--- config.mk ---
export PLATFORM = sky130hd
export DESIGN_NAME = prog_sequencer
export DESIGN_NICKNAME = d
export VERILOG_FILES = /design/src/rtl/prog_sequencer.sv
export SDC_FILE = /design/constraint.sdc
export NUM_CORES = 1
export LEC_CHECK = 0
export ABC_CLOCK_PERIOD_IN_PS = 2580
export BUFFER_PORTS_ARGS = -buffer_cell sky130_fd_sc_hd__buf_4
export CORE_UTILIZATION = 53
export DETAILED_ROUTE_END_ITERATION = 16
export GPL_ROUTABILITY_DRIVEN = 0
export PLACE_DENSITY = 0.76
export SYNTH_ARGS = -nofsm -noshare
export SYNTH_HDL_FRONTEND = slang
export SYNTH_SLANG_ARGS = --single-unit
--- constraint.sdc ---
create_clock -name clk -period 2.58 [get_ports clk]
set_input_delay 0.516 -clock clk [delete_from_list [all_inputs] [get_ports clk]]
set_output_delay 0.516 -clock clk [all_outputs]
set_load 0.01 [all_outputs]
--- src/rtl/prog_sequencer.sv ---
// prog_sequencer: program sequencer with FETCH / OPERAND / FLUSH control,
// a return-address stack with sticky overflow/underflow flags, and an
// optional interrupt entry path.
// Optional feature macro: SEQ_IRQ_EN enables irq servicing and makes 8'hBF
// an RTI (return plus in_isr clear). Without it irq is ignored.
// seq_state exposes the control state: 0=FETCH, 1=OPERAND, 2=FLUSH.
// Valid semantics: op_valid and opnd_valid are single-cycle qualifiers on the
// current mem_data word. There is no back-pressure. The sequencer always
// advances, so each pulse means "consume this word now".
module prog_sequencer #(
    parameter int              AW      = 8,
    parameter int              DEPTH   = 4,
    parameter logic [AW-1:0]   IRQ_VEC = {{(AW-1){1'b1}}, 1'b0}
) (
    input  logic                         clk,
    input  logic                         reset,
    input  logic                         irq,
    input  logic [AW-1:0]                mem_data,
    input  logic                         eq,
    output logic [AW-1:0]                pc,
    output logic [7:0]                   op_reg,
    output logic                         op_valid,
    output logic                         opnd_valid,
    output logic [$clog2(DEPTH+1)-1:0]   sp,
    output logic                         ovf,
    output logic                         unf,
    output logic                         in_isr,
    output logic [1:0]                   seq_state
);

    localparam int             SPW     = $clog2(DEPTH + 1);
    localparam logic [SPW-1:0] SP_FULL = SPW'(DEPTH);

    typedef enum logic [1:0] {
        FETCH   = 2'd0,
        OPERAND = 2'd1,
        FLUSH   = 2'd2
    } state_t;

    state_t state, state_next;

    // Sized to the full index range so the pointer never selects out of
    // bounds. Entries at or above DEPTH are never written.
    logic [AW-1:0] stack_mem [0:(2**SPW)-1];
    logic [AW-1:0] stack_top;

    logic          is_single, is_nop, is_rts, is_rti, irq_take;
    logic          stack_empty, stack_full;
    logic [AW-1:0] pc_next, push_val;
    logic          do_push, do_pop, set_ovf, set_unf, latch_op, isr_clr, jump;

    assign is_single   = ~mem_data[7];
    assign is_nop      = (mem_data[7:0] == 8'h9F);
    assign is_rts      = (mem_data[7:4] == 4'hB);
    assign stack_empty = (sp == '0);
    assign stack_full  = (sp == SP_FULL);
    assign stack_top   = stack_mem[sp - SPW'(1)];
    assign seq_state   = state;

`ifdef SEQ_IRQ_EN
    // Interrupts are taken only at an instruction boundary, one level deep,
    // and only when the return address can be stacked.
    assign irq_take = (state == FETCH) && irq && !in_isr && !stack_full;
    assign is_rti   = (mem_data[7:0] == 8'hBF);

    // Interrupt-service flag: set on entry, cleared by a successful RTI
    always_ff @(posedge clk) begin
        if (reset)         in_isr <= 1'b0;
        else if (irq_take) in_isr <= 1'b1;
        else if (isr_clr)  in_isr <= 1'b0;
    end
`else
    logic irq_unused;
    assign irq_take   = 1'b0;
    assign is_rti     = 1'b0;
    assign in_isr     = 1'b0;
    assign irq_unused = irq | isr_clr;
`endif

    // State register
    always_ff @(posedge clk) begin
        if (reset) state <= FLUSH;
        else       state <= state_next;
    end

    // Next-state and datapath control decode
    always_comb begin
        state_next = state;
        pc_next    = pc + AW'(1);
        push_val   = pc;
        do_push    = 1'b0;
        do_pop     = 1'b0;
        set_ovf    = 1'b0;
        set_unf    = 1'b0;
        latch_op   = 1'b0;
        isr_clr    = 1'b0;
        jump       = 1'b0;
        case (state)
            FETCH: begin
                if (irq_take) begin
                    // Return to the word now on mem_data so it is re-executed
                    do_push    = 1'b1;
                    push_val   = pc - AW'(1);
                    pc_next    = IRQ_VEC;
                    state_next = FLUSH;
                end else if (is_rts) begin
                    if (stack_empty) begin
                        set_unf = 1'b1;
                    end else begin
                        do_pop     = 1'b1;
                        pc_next    = stack_top;
                        isr_clr    = is_rti;
                        state_next = FLUSH;
                    end
                end else if (!is_single && !is_nop) begin
                    latch_op   = 1'b1;
                    state_next = OPERAND;
                end
            end
            OPERAND: begin
                state_next = FETCH;
                case (op_reg[7:4])
                    4'h9: jump = 1'b1;
                    4'hA: begin
                        if (stack_full) begin
                            set_ovf = 1'b1;
                        end else begin
                            do_push = 1'b1;
                            jump    = 1'b1;
                        end
                    end
                    4'hC:    jump = eq;
                    4'hD:    jump = ~eq;
                    default: jump = 1'b0;
                endcase
                if (jump) begin
                    pc_next    = mem_data;
                    state_next = FLUSH;
                end
            end
            default: state_next = FETCH;
        endcase
    end

    // Output pulses qualify the word currently on mem_data
    always_comb begin
        op_valid   = 1'b0;
        opnd_valid = 1'b0;
        if (state == FETCH)
            op_valid = is_single && !irq_take;
        if (state == OPERAND)
            opnd_valid = (op_reg[7:4] == 4'h8) || (op_reg[7:4] == 4'hE) ||
                         (op_reg[7:4] == 4'hF);
    end

    // Program counter, opcode latch, stack pointer and sticky flags
    always_ff @(posedge clk) begin
        if (reset) begin
            pc     <= '0;
            op_reg <= 8'h00;
            sp     <= '0;
            ovf    <= 1'b0;
            unf    <= 1'b0;
        end else begin
            pc <= pc_next;
            if (latch_op) op_reg <= mem_data[7:0];
            if (do_push)     sp <= sp + SPW'(1);
            else if (do_pop) sp <= sp - SPW'(1);
            if (set_ovf) ovf <= 1'b1;
            if (set_unf) unf <= 1'b1;
        end
    end

    // Return-stack storage; contents need no reset
    always_ff @(posedge clk) begin
        if (!reset && do_push) stack_mem[sp] <= push_val;
    end

endmodule

======== Yosys cells after proc, flatten, opt, wreduce, memory -nomap -nowiden ========
Memories as Yosys holds them, arrays and structs flattened.
Cells that the tools add are included.
word-level totals
  bits in writable memories ............... 64
  output and inout port bits .............. 26
  word-level logic and storage cells ...... 67
  register bits ........................... 23
  memories ................................ 1
operators by class
  mux-type cells .......................... 32
  bitwise gates (word level) .............. 2
  add/sub/neg operators ................... 3
  reduce and logical (&&, ||, !) cells .... 10
  equality and inequality tests ........... 13
memory list
  memory     words  width  rd ports  clocked after Yosys merged registers in  write ports  line  source
  stack_mem  8      8      1         0                                        1            44    logic [AW-1:0] stack_mem [0:(2**SPW)-1];
operators with widths
  kind                                                                 number
  4-bit == test (second input constant)                                8
  8-bit two-way mux                                                    3
  1-bit two-way mux                                                    20
  8-bit case mux with 2 select lines                                   1
  8-bit by 1-bit adder with 8-bit output (second input constant)       1
  8-bit == test (second input constant)                                1
  2-bit two-way mux                                                    4
  3-bit two-way mux                                                    2
  3-bit inequality test (second input constant)                        2
  1-bit case mux with 4 select lines                                   1
  2-bit case mux with 2 select lines                                   1
  3-bit by 1-bit adder with 3-bit output (second input constant)       1
  3-bit == test (second input constant)                                1
  3-bit logical NOT                                                    1
  3-bit by 1-bit subtractor with 3-bit output (second input constant)  1
  2-bit by 1-bit == test with 1-bit output (second input constant)     1
  1-bit logical AND                                                    2
  1-bit logical NOT                                                    2
  2-bit logical NOT                                                    1
  1-bit logical OR                                                     2
  1-bit NOT                                                            2
  2-bit AND reduction                                                  1
  2-bit nonzero test                                                   1

======== Longest topological paths before layout ========
Gate-level depths: netlist (run 1).
  depth in word-level cells ............... 7
  depth in mapped cells ................... 11
  mapped depth without buffers ............ 7

======== Worst setup path after synthesis (run 1) ========
No wires, ideal clock.
  path kind ............................... flip-flop to flip-flop
  from .................................... reg sp[0]
  to ...................................... mem stack_mem[1][0], enable pin
  library setup time ...................... 0.383 ns
  path buffers ............................ 2
  slack ................................... -0.068 ns
  stages on the path, launching flop included .. 10
  arrival ................................. 2.265 ns
  required time ........................... 2.197 ns
  period minus slack after synthesis ...... 2.648 ns
  cell sequence ........................... dfxtp_1 > buf_6 > buf_12 > inv_2 > ha_1 > nand2_1 > or3b_1 > nor2_1 > nand2_1 > nor3_1
on the way
  longest elaborated chain between the ends .. 7
ends and longest elaborated chain
  item                                     line  source
  from (decl)                              24    output logic [$clog2(DEPTH+1)-1:0] sp,
  from (signal assigned)                   167   if (do_push) sp <= sp + SPW'(1);
  from (signal assigned)                   168   else if (do_pop) sp <= sp - SPW'(1);
  3-bit == test                            56    assign stack_full = (sp == SP_FULL);
  1-bit two-way mux                        125   if (stack_full) begin
  1-bit two-way mux                        122   case (op_reg[7:4])
  1-bit two-way mux                        n/a
  1-bit logical AND                        176   if (!reset && do_push) stack_mem[sp] <= push_val;
  1-bit two-way mux                        176
  1-bit two-way mux (not written as such)  176
  to (decl)                                44
Parallel ways exist; a longest one is shown, timed or not.

======== Worst setup path in the final report (run 1) ========
  from .................................... reg sp[1]
  to ...................................... mem stack_mem[1][4], enable pin
Same word-level chain as after synthesis.

==> flow_summary.json, run 1 <==
{
  "status": "finished, final reports clean",
  "synth_common_cells": "edfxtp_1, nor2_1, nand2_1",
  "synthMuxAreaShare_pct": 12.1,
  "fin_crit_sh_pct": 87.9,
  "die_area_um2": 7550,
  "endpoint_kind": "flop",
  "dp_cells": 401,
  "cp.required_ns": 2.67,
  "grt_remaining_overflow": 0,
  "tns_ns": 0,
  "ir_drop_mv": 0.435,
  "cts_setup_buffers": 0,
  "synth.distinct_cells": 52,
  "synth-compound-area-share_pct": 7.57,
  "vias_per_cell": 5.82,
  "async_flop_share_pct": 0,
  "clock_path_buffers": 2,
  "synth-edff-count": 64,
  "ant_nets": 0,
  "first_pass_iters": 5,
  "clockRootBuffer": "clkbuf_8",
  "n_antenna_cell": 0,
  "wl_per_cell_um": 19.0,
  "slew_headroom_pct": 50.0,
  "arrival_ns": 2.35,
  "synthXorXnorAreaFrac_pct": 2.49,
  "max_cap_violations": 0,
  "start_kind": "flop",
  "synth_top_family_by_area": "multiplexers",
  "largest_register_ffs": 64,
  "htree_levels": 3,
  "fp.dieH_um": 86.9,
  "wl_met1_mm": 3.50,
  "ctsResizeCount": 0,
  "hpwl_mm": 5.27,
  "path_clk_slew_ns": 0.09,
  "reg2reg_from": "sp[1]$_SDFFE_PP0P_",
  "synth-adder-area-share_pct": 1.31,
  "ys.flop_type": "edfxtp_1",
  "critPathMaxFanout": 6,
  "ys_seq_elements": 87,
  "grt_pass1_wl_mm": 12.6,
  "syn_inst": 263,
  "synth_area_leaders": "edfxtp_1, dfxtp_1, mux4_2, mux4_1, nor2_1",
  "ys_seq_area_share_pct": 62.4,
  "insertion_delay_ns": 0.36,
  "drt_wl_total_mm": 7.93,
  "synthesis.nets": 279,
  "hold_viol": 0,
  "post-synth-top-area-cell": "edfxtp_1",
  "io_buffer_count": 35,
  "tightest_slew_ns": 0.744,
  "antenna_found_initial": 0,
  "crit_type": "reg2reg",
  "nets": 332,
  "pin_count": 38,
  "hp-class": "in2reg",
  "via_count": 2428,
  "yosysTopAreaCellShare_pct": 50.3,
  "hp-start": "mem_data[0]",
  "p_leak_nw": 1.64,
  "fin_util_pct": 65.1,
  "powerDensity_nw_per_um2": 633,
  "met2_length_mm": 3.91,
  "track_usage_pct": 23.1,
  "rsz0062_at_grt": "no",
  "drtIter0Drc": 235,
  "seqCellArea_um2": 2380,
  "syn_area_per_cell_um2": 14.5,
  "cts_buffers": 9,
  "grt_pass1_vias": 2343,
  "die_w_um": 86.9,
  "met3_length_um": 388,
  "worstSetupStartpoint": "sp[1]$_SDFFE_PP0P_",
  "grt_max_degree": 26,
  "cts_tree": "done",
  "stdcell_count": 417,
  "rows": 30,
  "fin_crit_ns": 2.27,
  "drc_errors": 0,
  "syn_area_um2": 3820,
  "hold_buffers": 0,
  "area_growth_pct": 17.2,
  "maxSlewViolCount": 0,
  "fmax_ghz": 0.441,
  "drive_gt1_share_pct": 29.0,
  "multiInputGateArea_um2": 1340,
  "setup_viol": 0,
  "synth_warnings": 0,
  "clock_sinks": 87,
  "coreArea_um2": 6870,
  "synth_most_common_cell": "edfxtp_1",
  "fillCellCount": 507,
  "synthSimpleGateAreaFrac_pct": 11.3,
  "top_layer": "met4",
  "initial_core_util_pct": 55.6,
  "skew_ns": 0.00851
}
where the power goes:
group / internal (W) / leakage (nW) / total (W) / switching, W
clock: 0.000469 / 0.104 / 0.000988 / 0.000519
combinational: 0.000132 / 0.772 / 0.000301 / 0.000169
sequential: 0.00152 / 0.767 / 0.00154 / 0.0000237
routing by layer:
layer  up-vias  GRT usage [%]
met5         -              0
met4         0           6.36
met3        15           6.45
met2        90           36.4
met1      1216           31.8
li1       1107              -
area by class of cell:
type                       count  area share, %
clock buffer                  10           2.85
sequential                    87           53.3
inverter                       4          0.336
tap                           96           2.69
clock inverter                 6           1.71
timing repair buffer          53           9.17
multi-input combinational    161           30.0
worst max-delay path: stages (launching register included):
cell and delay [ns]:
dfxtp_1 0.33, inv_1 0.09, ha_1 0.22, nand2_1 0.13, or3b_1 0.39, nor2_1 0.14
nand2_1 0.14, nor3_2 0.30, buf_4 0.24
per-stage QoR:
step | setup slack, ns | hold slack (ns) | total power, W | instance area, um^2
2_1_floorplan | 0.146 | 0.505 | 0.00175 | 3830
3_3_place_gp | 0.400 | 0.470 | 0.00186 | 4270
3_5_place_dp | 0.361 | 0.477 | 0.00187 | 4270
4_1_cts | 0.318 | 0.404 | 0.00284 | 4470
5_1_grt | 0.164 | 0.399 | 0.00292 | 4470
6_report | 0.313 | 0.405 | 0.00283 | 4470
cell families after synthesis:
logic type,Yosys count
adder cells (fa/ha/maj),4
flip-flops,87
multiplexers,24
other,1
AND/OR/NAND/NOR,89
XOR/XNOR,10
buffers and inverters,15
AO/OA/AOI/OAI,33
final timing paths:
| kind | endpoint | slack, ns | cells past startpoint |
|---|---|---|---|
| worst max-delay path | stack_mem[1][4]$_DFFE_PP_ | 0.31 | 8 |
| worst min-delay path | op_reg[0]$_SDFFE_PP0P_ | 0.40 | 3 |
| worst max register to register | stack_mem[1][4]$_DFFE_PP_ | 0.31 | 8 |
| worst min register to register | ovf$_SDFFE_PP0P_ | 0.49 | 2 |
layout by cell type, fill, tap and decap left out, drive strengths merged, types with 2 or more instances in the layout:
cell type | netlist | routed
a32oi | 2 | 2
buf | 10 | 53
a311oi | 2 | 2
mux4 | 16 | 16
a41oi | 2 | 2
o211a | 2 | 2
nand2b | 5 | 5
clkbuf | 1 | 10
or3 | 3 | 3
a221o | 5 | 5
ha | 4 | 4
a211o | 2 | 2
xnor2 | 4 | 4
nor2b | 2 | 2
nor2 | 30 | 30
edfxtp | 64 | 64
a21oi | 6 | 6
dfxtp | 23 | 23
xor2 | 6 | 6
inv | 4 | 9
nand2 | 27 | 27
mux2i | 8 | 8
nor3 | 11 | 11
a31oi | 3 | 3
o21ai | 2 | 2
nand3 | 6 | 6
(Power assumes the default switching activity.)
==> inputs of run 2 (changes only) <==
- GPL_TIMING_DRIVEN: default -> 0
==> run 2 against run 1 <==
  * Clock power decreased by 19%
  * Wire length increased by 1.5%
  * Clock skew grew 0.0030 ns
  * Register-to-register slack lost 0.14 ns
  * Final cell count is 0.48% lower
  * Flip-flop and latch count stayed put
  * Critical endpoint is now stack_mem[0][4]$_DFFE_PP_
  * Power is 6.8% lower
  * Worst hold slack improved by 0.012 ns
  * Combinational power fell by 9.6%
==> flow_summary.json, run 2 (synthesis gave the netlist of run 1 again) <==
{
  "hp-class": "in2reg",
  "drtIter0Drc": 194,
  "mostFrequentLayoutCells": "edfxtp_1, buf_4, nand2_1, nor2_1, dfxtp_1",
  "wl_per_cell_um": 19.4,
  "crit_type": "reg2reg",
  "first_pass_iters": 4,
  "critPathMaxFanout": 18,
  "fin_util_pct": 65.7,
  "rows": 30,
  "slew_headroom_pct": 55.3,
  "cts_buffers": 9,
  "max_cap_violations": 0,
  "setup_viol": 0,
  "fmax_ghz": 0.416,
  "dp_cells": 394,
  "stdcell_count": 415,
  "ant_nets": 0,
  "skew_ns": 0.0115,
  "io_buffer_count": 35,
  "drt_wl_total_mm": 8.05,
  "cts_tree": "done",
  "vias_per_cell": 5.74,
  "setup_ws_ns": 0.178,
  "path_clk_slew_ns": 0.08,
  "grt_max_degree": 15,
  "nets": 330,
  "initial_core_util_pct": 55.6,
  "tns_ns": 0,
  "placed_area_um2": 4210,
  "via_count": 2381,
  "hp-start": "mem_data[1]",
  "tightest_slew_ns": 0.666,
  "hold_viol": 0,
  "fp.dieH_um": 86.9,
  "endpoint_kind": "flop",
  "htree_levels": 3,
  "fin_crit_sh_pct": 93.1,
  "drive_gt1_share_pct": 32.0,
  "grt_pass1_wl_mm": 12.6,
  "largest_register_ffs": 64,
  "area_growth_pct": 18.3,
  "reg2reg_from": "sp[0]$_SDFFE_PP0P_",
  "track_usage_pct": 23.7,
  "drc_errors": 0,
  "pin_count": 38,
  "layout_commonest_cell": "edfxtp_1",
  "maxSlewViolCount": 0,
  "status": "finished, final reports clean",
  "die_area_um2": 7550,
  "cp.required_ns": 2.65,
  "grt_remaining_overflow": 0,
  "arrival_ns": 2.47,
  "clock_sinks": 87,
  "hold_buffers": 0,
  "start_kind": "flop",
  "powerDensity_nw_per_um2": 584,
  "clock_path_buffers": 2,
  "coreArea_um2": 6870,
  "finalInstanceArea_um2": 4520,
  "hpwl_mm": 5.52,
  "antenna_found_initial": 0,
  "rsz0062_at_grt": "no",
  "p_leak_nw": 1.61,
  "grt_pass1_vias": 2391,
  "n_antenna_cell": 0,
  "insertion_delay_ns": 0.35,
  "die_w_um": 86.9,
  "ir_drop_mv": 0.458,
  "pre_cts_ws_ns": -0.379,
  "fin_crit_ns": 2.40,
  "worstSetupStartpoint": "sp[0]$_SDFFE_PP0P_",
  "clockRootBuffer": "clkbuf_8"
}
==> run 2: cell types whose count changed in the layout (fill, tap and decap cells not counted), moves of 3 or more <==
| cell | before | now |
|---|---|---|
| buf_4 | 52 | 41 |
| buf_6 | 0 | 3 |
| clkinv_2 | 0 | 4 |
| inv_6 | 4 | 0 |
| nand2_1 | 27 | 24 |
| nor2_1 | 29 | 22 |
| nor2_4 | 0 | 7 |
==> run 2: area by class of cell <==
| type | instances | area (um^2) |
|---|---|---|
| clock buffers | 11 | 131 |
| flip-flops and latches | 87 | 2380 |
| repair buffers | 41 | 324 |
| clock inverters | 5 | 27.5 |
| plain buffers | 10 | 82.6 |
| multi-input cells | 161 | 1430 |
| fillers | 515 | 2350 |
| well taps | 96 | 120 |
| inverters | 4 | 15.0 |
==> run 2: what timing repair did <==
| item | CTS | global route |
|---|---|---|
| endpoints found under the setup margin | 65 | 66 |
| resized for setup | 18 | 12 |
| setup buffers | 6 | 0 |
| pin swaps | 2 | 2 |
==> run 2: power breakdown <==
group / internal [W] / leakage (nW) / switching (W) / total [W]
Combinational: 0.000123 / 0.763 / 0.000149 / 0.000272
Clock: 0.000344 / 0.0829 / 0.000458 / 0.000802
Sequential: 0.00152 / 0.768 / 0.0000456 / 0.00156
Total: 0.00199 / 1.61 / 0.000653 / 0.00264
==> run 2: stage by stage <==
| stage | power (W) | hold WS, ns |
|---|---|---|
| final | 0.00264 | 0.416 |
| after global routing | 0.00273 | 0.434 |
| after CTS | 0.00264 | 0.410 |
| after detailed placement | 0.00186 | 0.489 |
| after global placement | 0.00185 | 0.472 |
| after floorplan | 0.00175 | 0.505 |
==> run 2: path summary, 6_finish.rpt <==
kind	end	slack, ns	depth (start not counted)
max reg2reg	stack_mem[0][4]$_DFFE_PP_	0.18	9
min	pc[1]$_SDFF_PP0_	0.42	2
max	stack_mem[0][4]$_DFFE_PP_	0.18	9
min reg2reg	op_reg[2]$_SDFFE_PP0P_	0.51	2
==> run 2: worst max-delay path: stages, from the launching register on <==
cell,delay [ns]
dfxtp_2,0.38
buf_12,0.20
inv_2,0.09
ha_1,0.22
nand2_2,0.11
or3b_4,0.42
nor2_4,0.18
nand2_4,0.12
nor3_4,0.22
buf_6,0.16
==> run 2: metal layers <==
layer  wire length, um  global-route usage [%]
met1              3400                    31.4
met2              4010                    38.3
met3               410                    3.89
met4               223                    11.7
met5                 0                       0
==> inputs of run 3 (changes only) <==
- ABC_AREA: default -> 1
- PLACE_DENSITY: 0.76 -> 0.75
==> run 3 against run 2 <==
  * Combinational power fell by 45%
  * Area after synthesis increased by 9.4%
  * Non-clock buffer count up 10
  * Core utilization is essentially flat
  * Largest cell class unchanged
==> flow_summary.json, run 3 <==
{
  "crit_path_top_delay_cell": "dfxtp_1",
  "finalInstanceArea_um2": 5050,
  "grt_pass1_vias": 3172,
  "powerDensity_nw_per_um2": 520,
  "syn_inst": 460,
  "hpwl_mm": 6.59,
  "fin_util_pct": 65.8,
  "synthesis.nets": 476,
  "n_antenna_cell": 0,
  "tightest_slew_ns": 0.576,
  "grt_remaining_overflow": 0,
  "cts_buffers": 9,
  "hold_viol": 0,
  "critPathMaxFanout": 11,
  "track_usage_pct": 26.3,
  "via_count": 3397,
  "synth_warnings": 0,
  "drt_wl_total_mm": 10.2,
  "power_frac_seq_pct": 58.6,
  "slew_headroom_pct": 61.6,
  "drive_gt1_share_pct": 23.1,
  "clock_sinks": 87,
  "ys_seq_area_share_pct": 57.0,
  "cp.depth": 10,
  "grt_pass1_wl_mm": 16.2,
  "endpoint_kind": "flop",
  "fmax_ghz": 0.405,
  "die_w_um": 90.8,
  "fin_crit_ns": 2.47,
  "hp-class": "in2reg",
  "die_area_um2": 8240,
  "synth_area_leaders": "edfxtp_1, nand2_1, dfxtp_1, nand3_1, inv_1",
  "async_flop_share_pct": 0,
  "maxSlewViolCount": 0,
  "status": "finished, final reports clean",
  "fp.dieH_um": 90.8,
  "ant_nets": 0,
  "rr_worst_depth": 10,
  "coreArea_um2": 7690,
  "rows": 32,
  "cp_top_family": "simple AND/OR/NAND/NOR gates",
  "crit_chain": "buf_4 -> inv_2 -> buf_4 -> ha_1 -> nand2_2 -> nand4_4 -> nor2_4 -> nand2_4 -> nor3_4 -> buf_12",
  "nets": 532,
  "wl_per_cell_um": 16.3,
  "placed_area_um2": 4550,
  "p_leak_nw": 2.17,
  "yosysTopAreaCellShare_pct": 46.0,
  "antenna_found_initial": 0,
  "crit_type": "reg2reg",
  "clock_path_buffers": 2,
  "arrival_ns": 2.54,
  "ys.flop_type": "edfxtp_1",
  "syn_area_per_cell_um2": 9.08,
  "cts_tree": "done",
  "layout_commonest_cell": "nand2_1",
  "skew_ns": 0.00829,
  "hold_depth": 3,
  "start_kind": "flop",
  "max_cap_violations": 0,
  "setup_viol": 0,
  "switchingPower_w": 0.000608,
  "netSwitchingFraction_pct": 23.1,
  "mostFrequentLayoutCells": "nand2_1, nand3_1, edfxtp_1, inv_1, buf_4",
  "cp_slowest_stage_delay_ns": 0.37,
  "fin_crit_sh_pct": 95.6,
  "synth-edff-count": 64,
  "synth_most_common_cell": "nand2_1",
  "synth.distinct_cells": 37,
  "grt_max_degree": 16,
  "crit_path_frequent_cell": "buf_4",
  "first_pass_iters": 5,
  "largest_register_ffs": 64,
  "drtIter0Drc": 330,
  "syn_area_um2": 4180,
  "initial_core_util_pct": 54.3,
  "clockRootBuffer": "clkbuf_8",
  "area_growth_pct": 21.0,
  "htree_levels": 3,
  "hold_buffers": 0,
  "io_buffer_count": 33,
  "rsz0062_at_grt": "no",
  "cp.required_ns": 2.66,
  "insertion_delay_ns": 0.36,
  "path_buf_inv": 4,
  "pin_count": 38,
  "ys_seq_elements": 87,
  "vias_per_cell": 5.46,
  "internal_power_w": 0.00202,
  "post-synth-top-area-cell": "edfxtp_1",
  "drc_errors": 0,
  "ir_drop_mv": 0.276,
  "clkPwrFrac_pct": 35.7,
  "synth_common_cells": "nand2_1, nand3_1, edfxtp_1",
  "path_clk_slew_ns": 0.08,
  "p_comb_share_pct": 5.7
}
==> run 3: changes by cell type in the layout (fill, tap and decap cells not counted), sizes merged, moves of 9 or more <==
cell / before / now
inv: 4 / 61
o21ai: 2 / 15
mux4: 16 / 0
buf: 49 / 58
nand2: 27 / 132
nand3: 6 / 69
==> run 3: what timing repair did <==
action | CTS | global route
gates resized for setup | 18 | 12
cloned | 0 | 0
endpoints found under the hold margin | 0 | 0
pin swaps | 8 | 7
endpoints found under the setup margin | 64 | 68
setup buffers | 12 | 0
==> run 3: power groups by stage <==
stage | Combinational (W) | Clock (W) | Sequential, W
after floorplan | 0.0000828 | 0 | 0.00157
after global placement | 0.000144 | 0 | 0.00157
after detailed placement | 0.000146 | 0 | 0.00157
after CTS | 0.000148 | 0.000945 | 0.00154
after global routing | 0.000166 | 0.00100 | 0.00154
final | 0.000150 | 0.000939 | 0.00154
==> run 3: cells by family after synthesis <==
| group | count (synthesis) | share of synthesized area (%) |
|---|---|---|
| buffers and inverters | 76 | 8.06 |
| xor gates and xnor gates | 4 | 0.839 |
| and+or+nand+nor | 256 | 28.1 |
| other | 1 | 0.0898 |
| adders and majority gates | 4 | 1.20 |
| DFF | 87 | 57.0 |
| AOI/OAI and AO/OA | 32 | 4.64 |
==> run 3: per-layer routing <==
layer / track usage (%) / vias to the layer above / share of wire, %
met4: 13.1 / 0 / 3.6
met1: 35.3 / 1573 / 39
met2: 41.7 / 179 / 48
li1: - / 1615 / -
met5: 0 / - / 0
met3: 3.79 / 30 / 8.9
==> run 3: final cells by class <==
type / count / area, um^2
Inverter: 60 / 239
Fill cell: 613 / 2630
Multi-Input combinational cell: 297 / 1580
Tap cell: 102 / 128
Timing Repair Buffer: 45 / 429
Buffer: 16 / 104
Sequential cell: 87 / 2380
Clock inverter: 6 / 68.8
Clock buffer: 9 / 124
==> run 3: per-stage QoR <==
step / TNS [ns] / cells / worst slack (ns) / hold slack, ns / total power, W
finish: 0 / 622 / 0.112 / 0.416 / 0.00263
global route: 0 / 622 / 0.000881 / 0.438 / 0.00271
CTS: -0.444 / 622 / -0.0192 / 0.413 / 0.00263
detailed placement: -30.41 / 595 / -0.543 / 0.456 / 0.00172
global placement: -26.97 / 595 / -0.479 / 0.454 / 0.00171
floorplan: 0 / 460 / 0.0557 / 0.503 / 0.00165
==> run 3: worst min-delay path: stages <==
cell and delay (ns):
buf_4 0.09, nor2_1 0.04, nor2_1 0.08
==> run 3: path summary, 6_finish.rpt <==
kind | slack, ns | from | end
worst min-delay path | 0.42 | mem_data[0] | op_reg[0]$_SDFFE_PP0P_
worst max register to register | 0.11 | sp[0]$_SDFFE_PP0P_ | stack_mem[4][4]$_DFFE_PP_
worst max-delay path | 0.11 | sp[0]$_SDFFE_PP0P_ | stack_mem[4][4]$_DFFE_PP_
worst min register to register | 0.48 | ovf$_SDFFE_PP0P_ | ovf$_SDFFE_PP0P_
